### src/rtl/dot_mac_pkg.sv
// dot_mac_pkg: shared widths, FSM state encodings and result saturation
// limits for the dot-product MAC engine.
package dot_mac_pkg;

  localparam int DATA_W = 16;
  localparam int ADDR_W = 6;
  localparam int ACC_W  = 2*DATA_W + ADDR_W;
  localparam int RES_W  = 2*DATA_W;

  typedef logic [1:0] state_t;

  localparam state_t IDLE  = 2'd0;
  localparam state_t RUN   = 2'd1;
  localparam state_t FLUSH = 2'd2;

  localparam logic [RES_W-1:0] RES_SAT_MAX = {1'b0, {(RES_W-1){1'b1}}};
  localparam logic [RES_W-1:0] RES_SAT_MIN = {1'b1, {(RES_W-1){1'b0}}};

endpackage

### src/rtl/dot_mac_fit.sv
// dot_mac_fit: narrows the wide signed accumulator to the result width.
// Default build wraps (keeps the low RES_W bits); defining DOT_MAC_SAT_EN
// clamps to the signed RES_W range instead.
module dot_mac_fit
  import dot_mac_pkg::*;
(
  input  logic signed [ACC_W-1:0] acc,
  output logic        [RES_W-1:0] res
);

`ifdef DOT_MAC_SAT_EN
  localparam logic signed [ACC_W-1:0] ACC_MAX = {{(ACC_W-RES_W){1'b0}}, RES_SAT_MAX};
  localparam logic signed [ACC_W-1:0] ACC_MIN = {{(ACC_W-RES_W){1'b1}}, RES_SAT_MIN};

  // Clamp out-of-range sums to the nearest representable result.
  always_comb begin
    res = acc[RES_W-1:0];
    if (acc > ACC_MAX) begin
      res = RES_SAT_MAX;
    end else if (acc < ACC_MIN) begin
      res = RES_SAT_MIN;
    end
  end
`else
  logic unused_upper;

  assign unused_upper = ^acc[ACC_W-1:RES_W];
  assign res          = acc[RES_W-1:0];
`endif

endmodule

### src/rtl/dot_mac_engine.sv
// dot_mac_engine: sweeps a shared address over len entries of ramA/ramB,
// multiplies each signed pair, accumulates and reports one dot product
// with a done pulse. Optional saturation of the result: DOT_MAC_SAT_EN.
module dot_mac_engine
  import dot_mac_pkg::*;
(
  input  logic              clk,
  input  logic              rst_n,
  input  logic              start_i,
  input  logic [ADDR_W-1:0] len_i,
  output logic [ADDR_W-1:0] addr_o,
  input  logic [DATA_W-1:0] a_di,
  input  logic [DATA_W-1:0] b_di,
  output logic              busy_o,
  output logic              done_o,
  output logic [RES_W-1:0]  res_o
);

  state_t                   state;
  logic [ADDR_W-1:0]        len_q;
  logic [ADDR_W-1:0]        cnt;
  logic signed [ACC_W-1:0]  acc;
  logic signed [RES_W-1:0]  prod_q;
  logic                     pv;

  logic signed [RES_W-1:0]  a_ext;
  logic signed [RES_W-1:0]  b_ext;
  logic signed [RES_W-1:0]  prod;
  logic signed [ACC_W-1:0]  prod_ext;
  logic signed [ACC_W-1:0]  sum;
  logic        [RES_W-1:0]  fit_res;

  // The RAMs are read combinationally, so the address comes straight from the counter.
  assign addr_o = (state == RUN) ? cnt : '0;

  // Operands are sign-extended to the product width; the full product fits exactly.
  assign a_ext    = {{(RES_W-DATA_W){a_di[DATA_W-1]}}, a_di};
  assign b_ext    = {{(RES_W-DATA_W){b_di[DATA_W-1]}}, b_di};
  assign prod     = a_ext * b_ext;
  assign prod_ext = {{(ACC_W-RES_W){prod_q[RES_W-1]}}, prod_q};
  assign sum      = acc + prod_ext;

  dot_mac_fit u_fit (
    .acc (sum),
    .res (fit_res)
  );

  // Control FSM with a one-stage product register feeding the accumulator.
  always_ff @(posedge clk or negedge rst_n) begin
    if (!rst_n) begin
      state  <= IDLE;
      len_q  <= '0;
      cnt    <= '0;
      acc    <= '0;
      prod_q <= '0;
      pv     <= 1'b0;
      busy_o <= 1'b0;
      done_o <= 1'b0;
      res_o  <= '0;
    end else begin
      done_o <= 1'b0;
      case (state)
        IDLE: begin
          if (start_i) begin
            if (len_i != '0) begin
              len_q  <= len_i;
              cnt    <= '0;
              acc    <= '0;
              pv     <= 1'b0;
              busy_o <= 1'b1;
              state  <= RUN;
            end else begin
              res_o  <= '0;
              done_o <= 1'b1;
            end
          end
        end
        RUN: begin
          prod_q <= prod;
          pv     <= 1'b1;
          if (pv) begin
            acc <= sum;
          end
          cnt <= cnt + ADDR_W'(1);
          if (cnt == len_q - ADDR_W'(1)) begin
            state <= FLUSH;
          end
        end
        FLUSH: begin
          res_o  <= fit_res;
          done_o <= 1'b1;
          busy_o <= 1'b0;
          pv     <= 1'b0;
          state  <= IDLE;
        end
        default: begin
          state <= IDLE;
        end
      endcase
    end
  end

endmodule
### config.mk
export PLATFORM = sky130hd
export DESIGN_NAME = dot_mac_engine
export DESIGN_NICKNAME = d
export VERILOG_FILES = /design/src/rtl/dot_mac_pkg.sv /design/src/rtl/dot_mac_fit.sv /design/src/rtl/dot_mac_engine.sv
export SDC_FILE = /design/constraint.sdc
export NUM_CORES = 1
export LEC_CHECK = 0
export ABC_AREA = 1
export BUFFER_PORTS_ARGS = -buffer_cell sky130_fd_sc_hd__buf_2
export CORE_UTILIZATION = 59
export DETAILED_ROUTE_END_ITERATION = 7
export GPL_TIMING_DRIVEN = 0
export PLACE_DENSITY = 0.8
export REMOVE_ABC_BUFFERS = 1
export SLEW_MARGIN = 20
export SYNTH_ARGS = -nofsm -noshare
export SYNTH_HDL_FRONTEND = slang
export SYNTH_SLANG_ARGS = --single-unit
export TNS_END_PERCENT = 30
### constraint.sdc
create_clock -name clk -period 1.8 [get_ports clk]
set_input_delay 0.18 -clock clk [delete_from_list [all_inputs] [get_ports clk]]
set_output_delay 0.18 -clock clk [all_outputs]
set_load 0.02 [all_outputs]
==> flow_summary.ini <==
[setup_path]
slowest_delay_ns = 0.51
crit_chain = buf_6 -> clkinvlp_4 -> buf_12 -> or2_4 -> fa_1 -> fa_1 -> inv_1 -> fa_1 -> fa_2 -> fa_1 -> inv_1 -> fa_1 -> inv_2 -> ha_4 -> nand2_4 -> nor2_4 -> inv_2 -> nor2_4 -> nand4_1 -> nand3_1 -> nand2_1 -> nand3_2 -> nand2_1
crit-reg2reg-launch = prod_q[0]$_DFFE_PN0P_
crit_top_cell = fa_1
crit_slowest_cell = fa_1
cp_data_arrival_time_ns = 5.33
endpoint_kind = flop
r2r_end = acc[26]$_DFFE_PN0P_
r2r_slack_ns = -0.31
path_class = input pin to flop
startpoint = b_di[15]
cp.required_ns = 2.11
r2r_cells = 15
path_max_fanout = 5
crit_path_start_kind = input pin

[placement]
hpwl_um = 34600
io_buffers = 80
placed_cell_area_um2 = 18200
gp_congestion = 0.947

[die]
dieArea_um2 = 30500
die_w_um = 175
io_pins = 81
start_util = 0.607
rows = 62
chipHeight_um = 175
placeableCoreArea_um2 = 29000

[synthesis]
synthFlopType = dfrtp_1
synthXorXnorAreaFrac = 0.0184
synth_top_family_by_area = adder cells
synth_compound_area_frac = 0.0375
synthCells = 2422
ys_types = 38
ys_top_cells_by_area = fa_1, nand2_1, dfrtp_1, inv_1, ha_1
yosysTopAreaCell = fa_1
yosysWarnings = 0
syn_avg_cell_area_um2 = 7.27
synth-edff-count = 0
synth_top_area_share = 0.299
syn-cell-area_um2 = 17600
synth_simple_gate_area_frac = 0.253
seq_area_frac_synth = 0.161
synthArstFlopShare = 1.00
synth_mux_area_frac = 0
synth-adder-area-share = 0.381
netlist_top_cells_count = nand2_1, inv_1, fa_1
ys_seq_elements = 113
post-synth-top-count-cell = nand2_1

[flow_run]
max_cap_viol_count = 0

[clock_network]
cts_tree = done
cts_buffer_depth = 2
cts_buffers = 17
htreeDepth = 4
clock-sinks = 113
cts-root-buf = clkbuf_16
path_clk_slew_ns = 0.06
clk-insertion-delay-late_ns = 0.42

[timing]
setup_viol = 94
fmax_mhz = 199
period_share = 2.79
setup_ws_ns = -3.21
period_needed_ns = 5.01
maxSlewViolCount = 0
worst_pin_slew_ns = 0.903
maxSlewHeadroom = 0.398
finalClockSkew_ns = 0.0136
final_hold_viol_count = 0
rsz0062_at_grt = true
hold-worst-slack_ns = 0.00226

[global_routing]
grt-ovfl-total = 0
antenna_found_initial = 0
grt_pass1_vias = 17300
grt_max_degree = 59
grt.total_usage = 0.338
grt_pass1_wl_um = 81900

[cells_and_area]
nNetsFinal = 3001
drive_gt1_frac = 0.263
syn_to_final_growth_pct = 29.4
n_fill_cell = 1767
antennaDiodeCount = 0
final_area_um2 = 22800

[detailed_routing]
avgRoutedWirePerCell_um = 19.2
firstDrtPassIters = 8
wirelength_um = 57200
detail-route-antenna-nets = 0
avgViaCountPerCell = 5.71
vias = 17000
drt-initial-drc-count = 1535
drc = 4

[hold_path]
hold_depth = 3
hp-class = input pin to flop
holdPathEnd = len_q[1]$_DFFE_PN0P_
worstHoldStart = len_i[1]

[status]
violations = DRC, setup timing
status = finished, violations left
[per-stage QoR]
stage | setup slack, ns | setup TNS [ns] | util | cells
2_1_floorplan | -3.29 | -134.95 | - | 2344
3_5_place_dp | -4.20 | -155.36 | 0.629 | 2810
4_1_cts | -2.89 | -94.08 | 0.726 | 2917
6_report | -3.21 | -84.70 | 0.785 | 2977
5_1_grt | -3.34 | -95.11 | 0.785 | 2977
3_3_place_gp | -4.20 | -346.90 | 0.626 | 2808
[metal layers]
metal  GRT usage  vias up  wire, µm
met5           0        -         0
met4       0.172        0      4300
met3      0.0466      389      4590
met2       0.608     1078     28000
met1       0.391     8111     20400
li1            -     7426         -
[critical path, delay by kind of cell]
kind,cells,cell delay (ns)
adder cells (fa/ha/maj),7,3.27
buffers and inverters,7,0.57
AND/OR/NAND/NOR,9,1.30
[how the worst max path moves through the flow]
stage	to	cells after the start
floorplan	prod_q[31]$_DFFE_PN0P_	22
global placement	prod_q[23]$_DFFE_PN0P_	21
detailed placement	prod_q[23]$_DFFE_PN0P_	21
CTS	prod_q[31]$_DFFE_PN0P_	25
global route	prod_q[22]$_DFFE_PN0P_	23
finish	prod_q[22]$_DFFE_PN0P_	23
[registers in the layout, summed over array words and instances, names as in the netlist]
register	count
acc	32
busy_o	1
cnt	6
done_o	1
len_q	6
prod_q	32
pv	1
res_o	32
state	2
[placed cells by master, fill, tap and decap left out, drive strengths merged]
master | netlist | routed
inv | 615 | 612
o22ai | 3 | 3
clkbuf | 61 | 21
nand3 | 120 | 120
bufbuf | 0 | 1
and2 | 3 | 3
nand2 | 789 | 789
a21oi | 52 | 52
nor3 | 21 | 21
bufinv | 0 | 4
or2 | 7 | 7
and3 | 1 | 1
o21ai | 49 | 49
dfrtp | 113 | 113
a21o | 2 | 2
nand4 | 21 | 21
o21bai | 7 | 7
nor2 | 101 | 104
xnor2 | 19 | 19
nor4 | 2 | 2
clkinv | 0 | 7
xor2 | 18 | 18
buf | 17 | 206
a21boi | 1 | 1
fa | 263 | 263
a22o | 5 | 5
ha | 115 | 115
clkinvlp | 0 | 4
a31oi | 1 | 1
nand3b | 15 | 15
o21a | 1 | 1
dlygate4sd3 | 0 | 6
[what timing repair did]
item                                    4_1_cts  5_1_grt
gates resized for setup                     407      287
setup buffers                                66       65
gates cloned                                  5        2
endpoints found under the setup margin      107      105
hold endpoints to repair                     62        0
hold buffers                                  6        0
pin swaps                                   120      147
[cell type report]
type | instances | area, µm² | share of cell area
Timing Repair inverter | 1 | 7.51 | 0.000329
Multi-Input combinational cell | 1619 | 14500 | 0.636
Sequential cell | 113 | 2830 | 0.124
Inverter | 615 | 2340 | 0.103
Clock inverter | 11 | 163 | 0.00714
Tap cell | 384 | 480 | 0.0211
Timing Repair Buffer | 215 | 2010 | 0.0881
Clock buffer | 19 | 453 | 0.0199
[cell families after synthesis]
logic type                 count (synthesis)
and+or+nand+nor                         1080
buffers and inverters                    693
adders and majority gates                378
AOI/OAI and AO/OA                        121
DFF                                      113
xor gates and xnor gates                  37
Power is not shown: default switching activity piles up to over one toggle a cycle in this logic, so the estimate is an artifact.
